==> src/rtl/jk_reg_bank_pkg.sv <==
// Shared constants for the JK register bank: mode select and per-cell JK codes.
package jk_reg_pkg;
  localparam logic [1:0] MODE_JK   = 2'b00;
  localparam logic [1:0] MODE_UP   = 2'b01;
  localparam logic [1:0] MODE_DOWN = 2'b10;
  localparam logic [1:0] MODE_LOAD = 2'b11;

  // {J,K} codes for one cell
  localparam logic [1:0] JK_HOLD = 2'b00;
  localparam logic [1:0] JK_CLR  = 2'b01;
  localparam logic [1:0] JK_SET  = 2'b10;
  localparam logic [1:0] JK_TGL  = 2'b11;
endpackage

==> src/rtl/jk_reg_bank_if.sv <==
// Control/data bundle of the JK register bank; master drives en/mode/jk.
interface jk_reg_bank_if #(parameter int WIDTH = 4);
  logic               en;
  logic [1:0]         mode;
  logic [2*WIDTH-1:0] jk;
  logic [WIDTH-1:0]   q;
  logic [WIDTH-1:0]   qbar;
  logic               tc;

  modport master (output en, mode, jk, input q, qbar, tc);
  modport slave  (input en, mode, jk, output q, qbar, tc);
endinterface

==> src/rtl/jk_reg_bank_cell.sv <==
// Single JK flip-flop with synchronous active-high clear and clock enable.
module jk_cell
  import jk_reg_pkg::*;
(
  input  logic clk,
  input  logic rst,
  input  logic en,
  input  logic j,
  input  logic k,
  output logic q
);

  // JK next-state: hold / clear / set / toggle
  always_ff @(posedge clk) begin
    if (rst) q <= 1'b0;
    else if (en) begin
      case ({j, k})
        JK_CLR:  q <= 1'b0;
        JK_SET:  q <= 1'b1;
        JK_TGL:  q <= ~q;
        default: q <= q;
      endcase
    end
  end

endmodule

==> src/rtl/jk_reg_bank.sv <==
// WIDTH-bit bank of JK cells with JK / up-count / down-count / load modes.
// Optional macro JK_REG_BANK_SAT_EN makes the counters saturate instead of wrap.
module jk_reg_bank
  import jk_reg_pkg::*;
#(
  parameter int WIDTH = 4
) (
  input  logic          clk,
  input  logic          rst,
  jk_reg_bank_if.slave  bus
);

  logic [WIDTH-1:0] j_s, k_s, q_s;
  logic [WIDTH:0]   ones_pfx, zeros_pfx;
  logic             up_end, dn_end, tc_q;

  // prefix all-ones / all-zeros of q[i-1:0]; bit i of each is cell i's toggle condition
  always_comb begin
    ones_pfx     = '0;
    zeros_pfx    = '0;
    ones_pfx[0]  = 1'b1;
    zeros_pfx[0] = 1'b1;
    for (int i = 0; i < WIDTH; i++) begin
      ones_pfx[i+1]  = ones_pfx[i]  &  q_s[i];
      zeros_pfx[i+1] = zeros_pfx[i] & ~q_s[i];
    end
  end

  assign up_end = ones_pfx[WIDTH];
  assign dn_end = zeros_pfx[WIDTH];

  // per-cell J/K steering; count modes never look at jk so X there cannot reach q
  always_comb begin
    j_s = '0;
    k_s = '0;
    case (bus.mode)
      MODE_JK: begin
        for (int i = 0; i < WIDTH; i++) begin
          j_s[i] = bus.jk[2*i+1];
          k_s[i] = bus.jk[2*i];
        end
      end
      MODE_UP: begin
`ifdef JK_REG_BANK_SAT_EN
        j_s = up_end ? '0 : ones_pfx[WIDTH-1:0];
`else
        j_s = ones_pfx[WIDTH-1:0];
`endif
        k_s = j_s;
      end
      MODE_DOWN: begin
`ifdef JK_REG_BANK_SAT_EN
        j_s = dn_end ? '0 : zeros_pfx[WIDTH-1:0];
`else
        j_s = zeros_pfx[WIDTH-1:0];
`endif
        k_s = j_s;
      end
      default: begin
        for (int i = 0; i < WIDTH; i++) begin
          j_s[i] =  bus.jk[2*i+1];
          k_s[i] = ~bus.jk[2*i+1];
        end
      end
    endcase
  end

  // terminal count: one-cycle pulse on wrap (or every saturated cycle in the SAT build)
  always_ff @(posedge clk) begin
    if (rst)          tc_q <= 1'b0;
    else if (!bus.en) tc_q <= 1'b0;
    else              tc_q <= ((bus.mode == MODE_UP)   && up_end) ||
                              ((bus.mode == MODE_DOWN) && dn_end);
  end

  for (genvar g = 0; g < WIDTH; g++) begin : g_cell
    jk_cell u_cell (
      .clk (clk),
      .rst (rst),
      .en  (bus.en),
      .j   (j_s[g]),
      .k   (k_s[g]),
      .q   (q_s[g])
    );
  end

  assign bus.q    = q_s;
  assign bus.qbar = ~q_s;
  assign bus.tc   = tc_q;

endmodule

==> src/flat_wrapper.sv <==
// flat-port wrapper written by rule: the top's interface ports become plain ports
module jk_reg_bank_flat import jk_reg_pkg::*;
#(
  parameter int WIDTH = 4
)
  (clk, rst, bus_en, bus_mode, bus_jk, bus_q, bus_qbar, bus_tc);
  jk_reg_bank_if #(.WIDTH(WIDTH)) bus_i ();
  input  logic clk;
  input  logic rst;
  input wire logic [$bits(bus_i.en)-1:0] bus_en;
  input wire logic [$bits(bus_i.mode)-1:0] bus_mode;
  input wire logic [$bits(bus_i.jk)-1:0] bus_jk;
  output wire logic [$bits(bus_i.q)-1:0] bus_q;
  output wire logic [$bits(bus_i.qbar)-1:0] bus_qbar;
  output wire logic [$bits(bus_i.tc)-1:0] bus_tc;
  assign bus_i.en = bus_en;
  assign bus_i.mode = bus_mode;
  assign bus_i.jk = bus_jk;
  assign bus_q = bus_i.q;
  assign bus_qbar = bus_i.qbar;
  assign bus_tc = bus_i.tc;
  jk_reg_bank #(.WIDTH(WIDTH)) u_core (.clk(clk), .rst(rst), .bus(bus_i));
endmodule
==> config.mk <==
export PLATFORM = sky130hd
export DESIGN_NAME = jk_reg_bank_flat
export DESIGN_NICKNAME = d
export VERILOG_FILES = /design/src/rtl/jk_reg_bank_pkg.sv /design/src/rtl/jk_reg_bank_if.sv /design/src/rtl/jk_reg_bank_cell.sv /design/src/rtl/jk_reg_bank.sv /design/src/flat_wrapper.sv
export SDC_FILE = /design/constraint.sdc
export NUM_CORES = 1
export LEC_CHECK = 0
export BUFFER_PORTS_ARGS = -buffer_cell sky130_fd_sc_hd__buf_2
export CORE_AREA = 2 2 39 41
export DETAILED_ROUTE_END_ITERATION = 8
export DIE_AREA = 0 0 41 43
export PLACE_DENSITY = 0.73
export SLEW_MARGIN = 20
export SYNTH_ARGS = -nofsm -noshare
export SYNTH_HDL_FRONTEND = slang
export SYNTH_SLANG_ARGS = --single-unit
export TNS_END_PERCENT = 10
==> constraint.sdc <==
create_clock -name clk -period 1.58 [get_ports clk]
set_input_delay 0.316 -clock clk [delete_from_list [all_inputs] [get_ports clk]]
set_output_delay 0.316 -clock clk [all_outputs]
set_load 0.01 [all_outputs]
==> reports/results.ini <==
[run_status]
status = completed

[synthesis]
avgSynthCellArea_um2 = 8.69
synth.distinct_cells = 26
ys_async_sr_fraction_pct = 0
yosys-top-cells-area = dfxtp_1, ha_1, o221ai_1
synthTopCellsByCount = inv_1, dfxtp_1, buf_4, ha_1, o221ai_1
synth_edf_count = 0
synth_top_area_cell = dfxtp_1
synth_top_area_share_pct = 20.2
synth-main-ff-cell = dfxtp_1
yosys_warnings = 0
syn_area_um2 = 495
syn-num-nets = 74
syn_inst = 57
ys_ff_latch = 5
synth_seq_area_share_pct = 20.2
synthMostInstantiatedCell = inv_1

[routing]
viasPerCell = 5.68
vias = 534
final_antenna_net_count = 0
drc_errors = 0
wirelength_mm = 1.20
wl_per_cell_um = 12.8
drtIter0Drc = 4
dr.pass1.iters = 4

[grt]
overflow = 0
grt_pass1_vias = 456
grt.total_usage_pct = 14.4
grt_pass1_wl_mm = 1.76
grt_antenna_before_repair = 0
grt_max_degree = 10

[clocking]
holdBufCountCts = 0
cts_root_buf = clkbuf_4
clkLatencyLatePin_ns = 0.25
htreeDepth = 1
cts_tree = yes
cts.sinks = 5
clockBufferDepth = 2
ctsResizeCount = 0
cts_setup_buffers = 0
path_clk_slew_ns = 0.04
cts_buffers = 3

[critical_path]
worstPathMaxFanout = 9
worst-path-stages = 3
critPathLaunch = u_core.g_cell[0].u_cell.q$_SDFFE_PP0P_
crit_buf_inv = 0
end_kind = flip-flop
critPathCapture = u_core.g_cell[1].u_cell.q$_SDFFE_PP0P_
cp.required_ns = 1.71
max_stage_delay_ns = 0.49
crit_slowest_cell = dfxtp_1
critPathTopFamily = compound AO/OA/AOI/OAI gates
path_class = reg2reg
r2r_cells = 3
crit_arrival_ns = 1.47
regToRegStartpoint = u_core.g_cell[0].u_cell.q$_SDFFE_PP0P_
regToRegEndpoint = u_core.g_cell[1].u_cell.q$_SDFFE_PP0P_
crit_chain = mux2i_1, a221o_1, a32o_1
cp-start-kind = flip-flop
reg2reg_slack_ns = 0.25

[timing]
period_needed_ns = 1.33
relSlewSlack_pct = 78.3
slew_viol_final = 0
finalSetupViolCount = 0
period_share_pct = 84.5
holdWs_ns = 0.291
setup_tns_ns = 0
fin_skew_ns = 0.00167
hold_violations = 0
fmax_ghz = 0.749
grt_setup_unrepaired = no
tightest_slew_ns = 0.324

[floorplanning]
initial_core_util_pct = 35.8
die_h_um = 43
pin_count = 22
die_area_mm2 = 0.00176
rows = 14
core_mm2 = 0.00138
die_x_um = 41

[finish]
area_delta_synth_final_pct = 23.7
drive_gt1_share_pct = 37.2
nets = 96
fill_cells = 152
diodes = 0

[power_and_ir_drop]
power.total_uw = 490
p_leak_nw = 0.305
p_per_area_mw_per_mm2 = 799
irDropWorstVdd_v = 0.000270

[placement]
gp_congestion = 0.817
place_hpwl_um = 934
port_buffers = 21

[hold_path]
hp-class = in2reg

[run]
cap_violations = 0

==> report_power, final <==
part	internal, mW	switching (mW)	leakage (nW)
Sequential	0.144	0.0280	0.0413
Clock	0.0958	0.0571	0.0150
Combinational	0.0798	0.0853	0.249
Total	0.319	0.170	0.305
==> through the flow <==
step | area [um2] | utilization (%) | setup WS, ns | cells
detailed placement | 587 | 42.4 | 0.0412 | 90
global placement | 587 | 42.4 | 0.0825 | 90
floorplan | 495 | - | 0.273 | 57
finish | 613 | 44.3 | 0.245 | 94
global route | 613 | 44.3 | 0.164 | 94
CTS | 613 | 44.3 | 0.243 | 94
==> how the worst min path moves through the flow <==
| stage | to | slack [ns] | depth (start not counted) | start |
|---|---|---|---|---|
| floorplan | u_core.bus.tc$_SDFF_PP0_ | 0.39 | 1 | rst |
| global placement | u_core.bus.tc$_SDFF_PP0_ | 0.54 | 2 | rst |
| detailed placement | u_core.bus.tc$_SDFF_PP0_ | 0.55 | 2 | rst |
| CTS | u_core.bus.tc$_SDFF_PP0_ | 0.29 | 2 | rst |
| global route | u_core.bus.tc$_SDFF_PP0_ | 0.29 | 2 | rst |
| finish | u_core.bus.tc$_SDFF_PP0_ | 0.29 | 2 | rst |
==> cell families after synthesis <==
kind of cell	count (synthesis)	share of synthesized area [%]
fa+ha+maj	4	10.1
mux	2	4.04
flops	5	20.2
simple gates	14	21.2
buf+inv	13	14.4
compound gates	19	30.0
==> area by class of cell <==
| cell class | count | area (um2) | share of cell area [%] |
|---|---|---|---|
| Timing Repair Buffer | 22 | 113 | 18.4 |
| Inverter | 8 | 30.0 | 4.90 |
| Sequential cell | 5 | 100 | 16.3 |
| Multi-Input combinational cell | 39 | 324 | 52.9 |
| Clock buffer | 4 | 26.3 | 4.29 |
| Tap cell | 16 | 20.0 | 3.27 |
==> sequential cells by signal, summed over array words and instances (netlist names) <==
register	count
u_core.g_cell.u_cell.q	4
u_core.bus.tc	1
==> cell usage in the layout (no fill, tap or decap), drive strengths merged, types with 3 or more instances in the layout <==
cell type	count
buf	22
inv	8
dfxtp	5
o221ai	4
ha	4
clkbuf	4
and3b	3
o21ai	3
a21oi	3
==> routing by layer <==
layer / global-route usage [%] / part of all wire (%) / up-vias
met2: 24.7 / 51 / 21
met3: 4.71 / 6.0 / 2
met1: 15.0 / 42 / 256
li1: - / - / 255
met4: 6.00 / 0.92 / 0
met5: 0 / 0 / -
No activity file was read; power rests on OpenSTA's default activity.
